--- config.mk ---
export PLATFORM = sky130hd
export DESIGN_NAME = fc_feeder
export DESIGN_NICKNAME = d
export VERILOG_FILES = /design/src/rtl/fc_pkg.sv /design/src/rtl/fc_beat_counter.sv /design/src/rtl/fc_feeder.sv
export SDC_FILE = /design/constraint.sdc
export NUM_CORES = 1
export LEC_CHECK = 0
export ABC_AREA = 1
export CORE_MARGIN = 10
export CORE_UTILIZATION = 55
export CTS_BUF_LIST = sky130_fd_sc_hd__clkbuf_8
export CTS_CLUSTER_DIAMETER = 150
export DETAILED_ROUTE_END_ITERATION = 12
export DONT_BUFFER_PORTS = 1
export HOLD_SLACK_MARGIN = 0.1
export PLACE_DENSITY = 0.7
export SLEW_MARGIN = 20
export SYNTH_ARGS = -nofsm -noshare
export SYNTH_HDL_FRONTEND = slang
export SYNTH_SLANG_ARGS = --single-unit
--- constraint.sdc ---
create_clock -name clk -period 2.8 [get_ports clk]
set_input_delay 0.28 -clock clk [delete_from_list [all_inputs] [get_ports clk]]
set_output_delay 0.28 -clock clk [all_outputs]
set_load 0.005 [all_outputs]
--- src/rtl/fc_pkg.sv ---
// Shared types and constants for the FC feeder: FSM state encoding,
// result width and counter width helpers, bias-beat count (FC_FEEDER_BIAS_EN).
package fc_pkg;

    typedef enum logic [2:0] {
        ST_IDLE  = 3'd0,
        ST_RUN   = 3'd1,
        ST_FEED  = 3'd2,
        ST_DRAIN = 3'd3,
        ST_DONE  = 3'd4
    } fc_state_t;

    localparam int FC_DEF_IN_WIDTH = 8;
    localparam int FC_RESULT_WIDTH = 4 * FC_DEF_IN_WIDTH;

`ifdef FC_FEEDER_BIAS_EN
    localparam int FC_BIAS_BEATS = 1;
`else
    localparam int FC_BIAS_BEATS = 0;
`endif

    function automatic int fc_res_width(input int in_w);
        return 4 * in_w;
    endfunction

    // One extra bit so a full MAX_NODE count fits.
    function automatic int fc_cnt_width(input int addr_w);
        return addr_w + 1;
    endfunction

endpackage

--- src/rtl/fc_beat_counter.sv ---
// Loadable up-counter with terminal-count compare.
// Ports: i_load/i_load_val (load), i_inc (count), i_term -> o_tc, o_count.
module fc_beat_counter #(
    parameter int W = 9
) (
    input  logic         clk,
    input  logic         reset,
    input  logic         i_load,
    input  logic [W-1:0] i_load_val,
    input  logic         i_inc,
    input  logic [W-1:0] i_term,
    output logic [W-1:0] o_count,
    output logic         o_tc
);

    logic [W-1:0] cnt_q;
    logic [W-1:0] cnt_d;

    always_comb begin
        cnt_d = cnt_q;
        if (i_load) begin
            cnt_d = i_load_val;
        end else if (i_inc) begin
            cnt_d = cnt_q + W'(1);
        end
    end

    always_ff @(posedge clk or posedge reset) begin
        if (reset) begin
            cnt_q <= '0;
        end else begin
            cnt_q <= cnt_d;
        end
    end

    assign o_count = cnt_q;
    assign o_tc    = (cnt_q == i_term);

endmodule

--- src/rtl/fc_feeder.sv ---
// Sequencer feeding node/weight pairs from BRAMs into the FC accumulate core
// and latching the final sum. Ports: start/num_node/bias in, BRAM ce/addr/q,
// core run/valid/operands out, core valid/result in, idle/done/result out.
// Optional bias beat: FC_FEEDER_BIAS_EN.
module fc_feeder
    import fc_pkg::*;
#(
    parameter int IN_DATA_WIDTH = 8,
    parameter int MAX_NODE      = 256,
    parameter int ADDR_WIDTH    = 8
) (
    input  logic                       clk,
    input  logic                       reset,
    input  logic                       i_start,
    input  logic [ADDR_WIDTH:0]        i_num_node,
    input  logic [IN_DATA_WIDTH-1:0]   i_bias,
    output logic                       o_node_ce,
    output logic                       o_wegt_ce,
    output logic [ADDR_WIDTH-1:0]      o_node_addr,
    output logic [ADDR_WIDTH-1:0]      o_wegt_addr,
    input  logic [IN_DATA_WIDTH-1:0]   i_node_q,
    input  logic [IN_DATA_WIDTH-1:0]   i_wegt_q,
    output logic                       o_core_run,
    output logic                       o_core_valid,
    output logic [IN_DATA_WIDTH-1:0]   o_core_node,
    output logic [IN_DATA_WIDTH-1:0]   o_core_wegt,
    input  logic                       i_core_valid,
    input  logic [4*IN_DATA_WIDTH-1:0] i_core_result,
    output logic                       o_idle,
    output logic                       o_done,
    output logic [4*IN_DATA_WIDTH-1:0] o_result
);

    localparam int CW = fc_cnt_width(ADDR_WIDTH);
    localparam int RW = fc_res_width(IN_DATA_WIDTH);

    fc_state_t state_q, state_d;
    logic [CW-1:0] n_q, n_d;
    logic [CW-1:0] last_q, last_d;
    logic [RW-1:0] result_q, result_d;
    logic          valid_q, valid_d;

    logic [CW-1:0] n_clamp;
    logic [CW-1:0] iss_cnt;
    logic [CW-1:0] ret_cnt;
    logic          iss_tc;
    logic          ret_tc;
    logic          in_feed;
    logic          in_drain;
    logic          in_run;
    logic          ce;
    logic          ret_inc;

    assign in_feed  = (state_q == ST_FEED);
    assign in_drain = (state_q == ST_DRAIN);
    assign in_run   = (state_q == ST_RUN);

    assign n_clamp = (i_num_node > CW'(MAX_NODE)) ? CW'(MAX_NODE)
                                                  : i_num_node;

    // Beats past N in FEED are the bias beat: no memory read.
    assign ce      = in_feed && (iss_cnt < n_q);
    assign ret_inc = i_core_valid && (in_feed || in_drain);

    // Both counters compare against the last beat index B-1.
    fc_beat_counter #(.W(CW)) u_iss_cnt (
        .clk        (clk),
        .reset      (reset),
        .i_load     (in_run),
        .i_load_val ('0),
        .i_inc      (in_feed),
        .i_term     (last_q),
        .o_count    (iss_cnt),
        .o_tc       (iss_tc)
    );

    fc_beat_counter #(.W(CW)) u_ret_cnt (
        .clk        (clk),
        .reset      (reset),
        .i_load     (in_run),
        .i_load_val ('0),
        .i_inc      (ret_inc),
        .i_term     (last_q),
        .o_count    (ret_cnt),
        .o_tc       (ret_tc)
    );

`ifdef FC_FEEDER_BIAS_EN
    logic [IN_DATA_WIDTH-1:0] bias_q, bias_d;
    logic                     bsel_q, bsel_d;
`endif

    always_comb begin
        state_d  = state_q;
        n_d      = n_q;
        last_d   = last_q;
        result_d = result_q;
        valid_d  = in_feed;
`ifdef FC_FEEDER_BIAS_EN
        bias_d   = bias_q;
        bsel_d   = in_feed && !ce;
`endif
        unique case (state_q)
            ST_IDLE: begin
                if (i_start) begin
                    n_d    = n_clamp;
                    last_d = n_clamp + CW'(FC_BIAS_BEATS) - CW'(1);
`ifdef FC_FEEDER_BIAS_EN
                    bias_d = i_bias;
`endif
                    state_d = ST_RUN;
                end
            end
            ST_RUN: begin
                if ((n_q + CW'(FC_BIAS_BEATS)) == '0) begin
                    result_d = '0;
                    state_d  = ST_DONE;
                end else begin
                    state_d = ST_FEED;
                end
            end
            ST_FEED: begin
                if (iss_tc) begin
                    state_d = ST_DRAIN;
                end
            end
            ST_DRAIN: begin
                if (i_core_valid && ret_tc) begin
                    result_d = i_core_result;
                    state_d  = ST_DONE;
                end
            end
            ST_DONE: begin
                state_d = ST_IDLE;
            end
            default: begin
                state_d = ST_IDLE;
            end
        endcase
    end

    always_ff @(posedge clk or posedge reset) begin
        if (reset) begin
            state_q  <= ST_IDLE;
            n_q      <= '0;
            last_q   <= '0;
            result_q <= '0;
            valid_q  <= 1'b0;
        end else begin
            state_q  <= state_d;
            n_q      <= n_d;
            last_q   <= last_d;
            result_q <= result_d;
            valid_q  <= valid_d;
        end
    end

`ifdef FC_FEEDER_BIAS_EN
    always_ff @(posedge clk or posedge reset) begin
        if (reset) begin
            bias_q <= '0;
            bsel_q <= 1'b0;
        end else begin
            bias_q <= bias_d;
            bsel_q <= bsel_d;
        end
    end

    assign o_core_node = !valid_q ? '0 :
                         bsel_q   ? bias_q : i_node_q;
    assign o_core_wegt = !valid_q ? '0 :
                         bsel_q   ? IN_DATA_WIDTH'(1) : i_wegt_q;
`else
    assign o_core_node = valid_q ? i_node_q : '0;
    assign o_core_wegt = valid_q ? i_wegt_q : '0;
`endif

    assign o_node_ce    = ce;
    assign o_wegt_ce    = ce;
    assign o_node_addr  = ce ? iss_cnt[ADDR_WIDTH-1:0] : '0;
    assign o_wegt_addr  = ce ? iss_cnt[ADDR_WIDTH-1:0] : '0;
    assign o_core_run   = in_run;
    assign o_core_valid = valid_q;
    assign o_idle       = (state_q == ST_IDLE);
    assign o_done       = (state_q == ST_DONE);
    assign o_result     = result_q;

endmodule

==> results of run 1 <==
==> path summary, 6_finish.rpt <==
path,endpoint,slack (ps),depth (start not counted),startpoint
max,o_node_addr[5],480,6,n_q[6]$_DFFE_PP0P_
max in group asynchronous,u_iss_cnt.o_count[1]$_DFFE_PP0P_,1650,3,reset
max reg2reg,o_result[4]$_DFFE_PP0P_,830,8,state_q[2]$_DFFE_PP0P_
min in group asynchronous,o_result[9]$_DFFE_PP0P_,500,2,reset
min,n_q[1]$_DFFE_PP0P_,160,2,i_num_node[1]
min reg2reg,n_q[1]$_DFFE_PP0P_,490,2,n_q[1]$_DFFE_PP0P_
==> layout make-up <==
class / count / area (um^2)
clock buffer: 9 / 124
tap: 96 / 120
multi-input combinational: 355 / 1670
clock inverter: 7 / 93.8
timing repair buffer: 38 / 383
fill: 609 / 2370
sequential: 72 / 1800
inverter: 70 / 263
==> synthesized netlist by cell type <==
master / number
sky130_fd_sc_hd__xnor2_1: 6
sky130_fd_sc_hd__dfrtp_1: 72
sky130_fd_sc_hd__xor2_1: 4
sky130_fd_sc_hd__clkbuf_1: 5
sky130_fd_sc_hd__o21ai_2: 1
sky130_fd_sc_hd__nor2_2: 1
sky130_fd_sc_hd__nand3_2: 1
sky130_fd_sc_hd__inv_2: 4
sky130_fd_sc_hd__nor3_2: 1
sky130_fd_sc_hd__o211ai_1: 1
sky130_fd_sc_hd__nand2_1: 194
sky130_fd_sc_hd__o221ai_1: 2
sky130_fd_sc_hd__nand3_1: 19
sky130_fd_sc_hd__a21oi_1: 14
sky130_fd_sc_hd__o21bai_1: 1
sky130_fd_sc_hd__buf_6: 3
sky130_fd_sc_hd__nor2_4: 1
sky130_fd_sc_hd__nand4_1: 5
sky130_fd_sc_hd__buf_2: 1
sky130_fd_sc_hd__or2_2: 1
sky130_fd_sc_hd__nand2_2: 1
sky130_fd_sc_hd__nor2_1: 44
sky130_fd_sc_hd__o22ai_1: 3
sky130_fd_sc_hd__buf_4: 13
sky130_fd_sc_hd__o21a_1: 3
sky130_fd_sc_hd__or2_4: 1
sky130_fd_sc_hd__a22oi_1: 1
sky130_fd_sc_hd__o21ai_1: 1
sky130_fd_sc_hd__a221oi_1: 1
sky130_fd_sc_hd__nor3_1: 6
sky130_fd_sc_hd__inv_1: 66
sky130_fd_sc_hd__nor3_4: 1
sky130_fd_sc_hd__o21ai_0: 30
sky130_fd_sc_hd__ha_1: 11
==> what timing repair did <==
item,4_1_cts,5_1_grt
endpoints found under the hold margin,65,0
gates resized for setup,0,0
hold buffers,34,0
==> state kept, by name, indices dropped and copies added (netlist names) <==
| signal | count |
|---|---|
| u_iss_cnt.o_count | 9 |
| u_ret_cnt.o_count | 9 |
| last_q | 9 |
| n_q | 9 |
| o_result | 32 |
| o_core_valid | 1 |
| state_q | 3 |
==> per-stage QoR <==
| step | worst slack, ps | total power [mW] | hold WS [ps] | std cells | area (um^2) |
|---|---|---|---|---|---|
| 6_report | 476 | 2.33 | 161 | 647 | 4460 |
| 5_1_grt | 263 | 2.45 | 187 | 647 | 4460 |
| 4_1_cts | 420 | 2.35 | 161 | 647 | 4460 |
| 3_5_place_dp | 782 | 1.41 | 308 | 597 | 3900 |
| 3_3_place_gp | 838 | 1.40 | 301 | 597 | 3900 |
| 2_1_floorplan | 695 | 1.36 | 397 | 519 | 3890 |
==> power by group through the flow <==
stage	registers (mW)	logic, mW	clock network (mW)
6_report	1.16	0.274	0.896
5_1_grt	1.16	0.321	0.963
4_1_cts	1.15	0.277	0.917
3_5_place_dp	1.17	0.239	0
3_3_place_gp	1.17	0.225	0
2_1_floorplan	1.14	0.221	0
==> logic make-up after synthesis <==
logic type,share of synthesized area [%]
DFF,46.3
buffers and inverters,10.7
xor gates and xnor gates,2.25
AOI/OAI and AO/OA,8.32
adders and majority gates,3.53
and+or+nand+nor,28.9
==> per-layer routing <==
metal  vias to the layer above  routed length [um]
li1                       1653                   -
met1                      1577                4170
met2                       125                4620
met3                         8                 865
met4                         0                  72
met5                         -                   0
==> run_summary.xml, run 1 <==
<?xml version="1.0" encoding="UTF-8"?>
<metrics>
  <group name="status">
    <metric name="outcome" unit="">completed</metric>
  </group>
  <group name="global_route">
    <metric name="global_route_wire_length_before_repair" unit="mm">16.9</metric>
    <metric name="grt_pass1_vias" unit="">3342</metric>
    <metric name="grt_max_degree" unit="">41</metric>
    <metric name="grt_overflow" unit="">0</metric>
    <metric name="grt-busiest-layer" unit="">met2</metric>
    <metric name="antenna_violations_before_repair" unit="">0</metric>
    <metric name="grt_util_met2" unit="%">29.4</metric>
    <metric name="use_met3" unit="%">7.37</metric>
    <metric name="groute.usage.overall" unit="%">18.5</metric>
    <metric name="met1_usage" unit="%">23.3</metric>
  </group>
  <group name="cts">
    <metric name="cts-buffers-inserted" unit="">9</metric>
    <metric name="clock_tree.buffer_depth" unit="">2</metric>
    <metric name="cts_max_level" unit="">3</metric>
    <metric name="clock_sinks" unit="">72</metric>
    <metric name="clock_tree_from_tritoncts" unit="">yes</metric>
    <metric name="clock_insertion_delay_worst_skew" unit="ps">340</metric>
    <metric name="post_cts.repair.setup_buffers" unit="">0</metric>
    <metric name="clkSlewWorstSetupHoldPaths" unit="ps">80</metric>
    <metric name="clock_tree.root_cell" unit="">sky130_fd_sc_hd__clkbuf_8</metric>
  </group>
  <group name="drt">
    <metric name="route.detailed.drc" unit="">0</metric>
    <metric name="detail_route.wirelength" unit="mm">9.74</metric>
    <metric name="first_iter_violations" unit="">163</metric>
    <metric name="drt-vias-per-instance" unit="">5.20</metric>
    <metric name="dr_total_vias" unit="">3363</metric>
    <metric name="drt-pass1-iter-count" unit="">4</metric>
    <metric name="antenna_left" unit="">0</metric>
    <metric name="post_drt_wl_per_cell" unit="um">15.0</metric>
  </group>
  <group name="timing">
    <metric name="hold_viol" unit="">0</metric>
    <metric name="worst_slew_pin_slew" unit="ps">684</metric>
    <metric name="setup_tns" unit="ps">0</metric>
    <metric name="worst_slew_margin_rel" unit="%">54.3</metric>
    <metric name="fmaxAchievable" unit="MHz">430</metric>
    <metric name="final_period_utilization" unit="%">83.0</metric>
    <metric name="final-setup-viol-count" unit="">0</metric>
    <metric name="rsz0062_at_grt" unit="">false</metric>
    <metric name="worst_clock_skew" unit="ps">10.9</metric>
    <metric name="period_minus_slack" unit="ps">2320</metric>
    <metric name="final_max_slew_viol_count" unit="">0</metric>
  </group>
  <group name="floorplan">
    <metric name="design.core.area" unit="um^2">6830</metric>
    <metric name="initial_core_util" unit="%">57.0</metric>
    <metric name="floorplan.io_pins" unit="">139</metric>
    <metric name="chipWidth" unit="um">104</metric>
    <metric name="design.die.area" unit="um^2">10800</metric>
    <metric name="die-height" unit="um">104</metric>
    <metric name="num_rows" unit="">30</metric>
  </group>
  <group name="yosys">
    <metric name="synthesis.instances" unit="">519</metric>
    <metric name="leading_post_synthesis_cells_by_cell_area" unit="">sky130_fd_sc_hd__dfrtp_1 46%, sky130_fd_sc_hd__nand2_1 19%, sky130_fd_sc_hd__inv_1 6.4%, sky130_fd_sc_hd__nor2_1 4.2%, sky130_fd_sc_hd__o21ai_0 3.9%</metric>
    <metric name="synth.lib_cells_used.distinct" unit="">34</metric>
    <metric name="synth.avg_cell_area" unit="um^2">7.50</metric>
    <metric name="yosysSeqAreaShare" unit="%">46.3</metric>
    <metric name="yosysWarnings" unit="">0</metric>
    <metric name="yosys.area.top_type_share" unit="%">46.3</metric>
    <metric name="cell_area_after_technology_mapping" unit="um^2">3890</metric>
    <metric name="synth_fp_nets" unit="">599</metric>
    <metric name="synth.ff_latch_count" unit="">72</metric>
    <metric name="post-synth-top-area-cell" unit="">sky130_fd_sc_hd__dfrtp_1</metric>
  </group>
  <group name="layout">
    <metric name="commonest_non_fill_non_tap_cell_in_the_layout" unit="">sky130_fd_sc_hd__nand2_1</metric>
    <metric name="final_layout_size_suffix_gt1_share" unit="%">5.99</metric>
    <metric name="final_cell_mix" unit="">194 x sky130_fd_sc_hd__nand2_1, 72 x sky130_fd_sc_hd__dfrtp_1, 66 x sky130_fd_sc_hd__inv_1, 44 x sky130_fd_sc_hd__nor2_1, 34 x sky130_fd_sc_hd__dlygate4sd3_1</metric>
    <metric name="antennaDiodeCount" unit="">0</metric>
    <metric name="final_net_count" unit="">626</metric>
    <metric name="fin_util" unit="%">65.3</metric>
    <metric name="layout-area-overhead-vs-synth" unit="%">14.5</metric>
  </group>
  <group name="min_path">
    <metric name="hold_path.class" unit="">in2reg</metric>
  </group>
  <group name="placed_design">
    <metric name="dp_hpwl" unit="mm">7.36</metric>
    <metric name="place.gp.congestion" unit="">0.911</metric>
    <metric name="portBuffers" unit="">0</metric>
  </group>
  <group name="power_and_ir_drop">
    <metric name="relative_contribution_of_the_clock_network_to_total_power" unit="%">38.5</metric>
    <metric name="intPower" unit="mW">1.70</metric>
    <metric name="seq_power_share" unit="%">49.7</metric>
    <metric name="netSwitchingFraction" unit="%">26.8</metric>
    <metric name="ir_drop" unit="V">0.000265</metric>
    <metric name="net-switching-power" unit="mW">0.624</metric>
    <metric name="power.share.combinational" unit="%">11.8</metric>
    <metric name="power_density" unit="nW/um^2">522</metric>
    <metric name="total_leakage_power" unit="nW">2.40</metric>
  </group>
  <group name="setup_path">
    <metric name="cp_required" unit="ps">2520</metric>
    <metric name="critPathMaxStageDelay" unit="ps">390</metric>
    <metric name="cp.arrival" unit="ps">2040</metric>
    <metric name="crit_fanout" unit="">9</metric>
    <metric name="start_kind" unit="">register</metric>
    <metric name="ordered_cell_list_for_the_critical_path" unit="">inv_1, ha_1, a21oi_1, o21a_1, nand4_1, nor2_1</metric>
    <metric name="cp_slowest_cell" unit="">sky130_fd_sc_hd__dfrtp_1</metric>
    <metric name="worstSetupEndpointType" unit="">primary output</metric>
    <metric name="timing.setup.critical_path_class" unit="">reg2out</metric>
    <metric name="worst-path-buf-inv" unit="">1</metric>
    <metric name="cpLargestDelayFamily" unit="">simple AND/OR/NAND/NOR gates</metric>
  </group>
  <group name="flow_run">
    <metric name="drv_cap" unit="">0</metric>
  </group>
</metrics>
Power figures use the tool's default switching activity.
==> run 2, diff against run 1 <==
PLACE_DENSITY = 0.73   (was 0.7)
clock period = 2.1 ns   (was 2.8 ns; I/O delays follow)
==> run 2 against run 1 <==
Compared with the run above:
- final area grew 6.2%
- sequential share of layout area shrank 2.4 points
- combinational power rose by 47%
- clock power increased by 35%
- utilization is 4.1 points higher
- clock-buffer cell count unchanged
- hold slack got worse by 47 ps
- wire length rose by 6.5%
==> run_summary.xml, run 2 (synthesis gave the netlist of run 1 again) <==
<?xml version="1.0" encoding="UTF-8"?>
<metrics>
  <group name="status">
    <metric name="outcome" unit="">completed</metric>
  </group>
  <group name="timing">
    <metric name="worst_clock_skew" unit="ps">11.8</metric>
    <metric name="final_max_slew_viol_count" unit="">0</metric>
    <metric name="rsz0062_at_grt" unit="">true</metric>
    <metric name="final.setup.worst_slack" unit="ps">19.6</metric>
    <metric name="final-setup-viol-count" unit="">0</metric>
    <metric name="setup_tns" unit="ps">0</metric>
    <metric name="worst_slew_pin_slew" unit="ps">483</metric>
    <metric name="hold_viol" unit="">0</metric>
    <metric name="period_minus_slack" unit="ps">2080</metric>
    <metric name="final_period_utilization" unit="%">99.1</metric>
    <metric name="worst_slew_margin_rel" unit="%">67.8</metric>
    <metric name="fmaxAchievable" unit="MHz">481</metric>
  </group>
  <group name="setup_path">
    <metric name="cp_required" unit="ps">1890</metric>
    <metric name="launch_point_of_the_worst_reg_to_reg_path" unit="">last_q[0]$_DFFE_PP0P_</metric>
    <metric name="worstSetupEndpointType" unit="">primary output</metric>
    <metric name="start_kind" unit="">register</metric>
    <metric name="cp.arrival" unit="ps">1870</metric>
    <metric name="crit_fanout" unit="">5</metric>
    <metric name="crit_start" unit="">n_q[8]$_DFFE_PP0P_</metric>
    <metric name="r2r_slack" unit="ps">310</metric>
    <metric name="timing.setup.critical_path_class" unit="">reg2out</metric>
  </group>
  <group name="global_route">
    <metric name="grt_pass1_vias" unit="">3350</metric>
    <metric name="antenna_violations_before_repair" unit="">0</metric>
    <metric name="grt_overflow" unit="">0</metric>
    <metric name="grt_max_degree" unit="">39</metric>
    <metric name="groute.usage.overall" unit="%">18.2</metric>
    <metric name="global_route_wire_length_before_repair" unit="mm">16.4</metric>
  </group>
  <group name="layout">
    <metric name="commonest_non_fill_non_tap_cell_in_the_layout" unit="">sky130_fd_sc_hd__nand2_1</metric>
    <metric name="final_net_count" unit="">644</metric>
    <metric name="layout-area-overhead-vs-synth" unit="%">21.7</metric>
    <metric name="final_cell_count_no_fill" unit="">665</metric>
    <metric name="final_cell_mix" unit="">192 x sky130_fd_sc_hd__nand2_1, 72 x sky130_fd_sc_hd__dfrtp_1, 63 x sky130_fd_sc_hd__inv_1, 36 x sky130_fd_sc_hd__dlygate4sd3_1, 35 x sky130_fd_sc_hd__nor2_1</metric>
    <metric name="fin_util" unit="%">69.3</metric>
    <metric name="antennaDiodeCount" unit="">0</metric>
    <metric name="largest_register_ffs" unit="">32</metric>
    <metric name="final_layout_size_suffix_gt1_share" unit="%">12.5</metric>
  </group>
  <group name="cts">
    <metric name="cts_max_level" unit="">3</metric>
    <metric name="clkSlewWorstSetupHoldPaths" unit="ps">80</metric>
    <metric name="clock_tree.root_cell" unit="">sky130_fd_sc_hd__clkbuf_8</metric>
    <metric name="clock_tree_from_tritoncts" unit="">yes</metric>
    <metric name="clock_tree.buffer_depth" unit="">2</metric>
    <metric name="cts-buffers-inserted" unit="">9</metric>
    <metric name="clock_sinks" unit="">72</metric>
    <metric name="clock_insertion_delay_worst_skew" unit="ps">360</metric>
  </group>
  <group name="drt">
    <metric name="dr_total_vias" unit="">3461</metric>
    <metric name="route.detailed.drc" unit="">0</metric>
    <metric name="drt-pass1-iter-count" unit="">5</metric>
    <metric name="first_iter_violations" unit="">204</metric>
    <metric name="drt-vias-per-instance" unit="">5.20</metric>
    <metric name="antenna_left" unit="">0</metric>
    <metric name="post_drt_wl_per_cell" unit="um">15.6</metric>
    <metric name="detail_route.wirelength" unit="mm">10.4</metric>
  </group>
  <group name="min_path">
    <metric name="hold_path.class" unit="">in2reg</metric>
    <metric name="timing.hold.worst.start" unit="">i_num_node[8]</metric>
  </group>
  <group name="floorplan">
    <metric name="initial_core_util" unit="%">57.0</metric>
    <metric name="chipWidth" unit="um">104</metric>
    <metric name="die-height" unit="um">104</metric>
    <metric name="num_rows" unit="">30</metric>
    <metric name="design.core.area" unit="um^2">6830</metric>
    <metric name="design.die.area" unit="um^2">10800</metric>
    <metric name="floorplan.io_pins" unit="">139</metric>
  </group>
  <group name="placed_design">
    <metric name="portBuffers" unit="">0</metric>
    <metric name="post-place-ws" unit="ps">173</metric>
    <metric name="dpl.cell_count" unit="">603</metric>
    <metric name="place.gp.congestion" unit="">0.949</metric>
    <metric name="dp_hpwl" unit="mm">7.33</metric>
  </group>
  <group name="power_and_ir_drop">
    <metric name="ir_drop" unit="V">0.000470</metric>
    <metric name="p_total" unit="mW">3.15</metric>
    <metric name="power_density" unit="nW/um^2">666</metric>
    <metric name="total_leakage_power" unit="nW">2.49</metric>
  </group>
  <group name="flow_run">
    <metric name="drv_cap" unit="">0</metric>
  </group>
</metrics>
## run 2: routing by layer
metal	track usage, %	wire, um	up-vias
met1	21.7	4340	1603
met2	30.0	4970	146
met5	0	0	-
met4	4.47	117	0
met3	7.13	931	16
li1	-	-	1696
## run 2: area by class of cell
| type | instances | area (um^2) |
|---|---|---|
| inverter | 70 | 263 |
| clock buffer | 9 | 124 |
| timing repair buffer | 56 | 518 |
| fill | 538 | 2090 |
| tap | 96 | 120 |
| sequential | 72 | 1800 |
| multi-input combinational | 355 | 1820 |
| clock inverter | 7 | 95.1 |
## run 2: path summary, 6_finish.rpt
kind	endpoint	cells after the start
max	o_wegt_addr[3]	7
min reg2reg	o_result[1]$_DFFE_PP0P_	2
min in group asynchronous	o_result[17]$_DFFE_PP0P_	3
min	n_q[3]$_DFFE_PP0P_	3
max reg2reg	o_result[22]$_DFFE_PP0P_	10
max in group asynchronous	n_q[5]$_DFFE_PP0P_	3
## run 2: power breakdown
| part | switching (mW) | leakage (nW) | internal [mW] |
|---|---|---|---|
| registers | 0.0918 | 0.929 | 1.45 |
| clock network | 0.541 | 0.110 | 0.670 |
| logic | 0.231 | 1.45 | 0.172 |
| total | 0.864 | 2.49 | 2.29 |
## run 2: repair_timing
action / CTS / global route
setup buffers: 1 / 8
cloned: 0 / 1
gates resized for setup: 5 / 29
pin swaps: 1 / 4
setup endpoints to repair: 18 / 18
hold buffers: 36 / 0
hold endpoints to repair: 109 / 0
## run 2: stage by stage
| stage | area (um^2) | hold slack, ps |
|---|---|---|
| after floorplan | 3890 | 327 |
| after global placement | 3930 | 217 |
| after detailed placement | 3930 | 230 |
| after CTS | 4530 | 110 |
| after global routing | 4740 | 142 |
| final | 4740 | 113 |
## run 2: worst max-delay path, stage by stage, from the launching register on
cell and delay (ps):
sky130_fd_sc_hd__dfrtp_1 400, sky130_fd_sc_hd__inv_1 110, sky130_fd_sc_hd__ha_4 220, sky130_fd_sc_hd__a21oi_1 130, sky130_fd_sc_hd__o21a_1 150, sky130_fd_sc_hd__nand4_1 180, sky130_fd_sc_hd__buf_6 210, sky130_fd_sc_hd__nor2_4 130
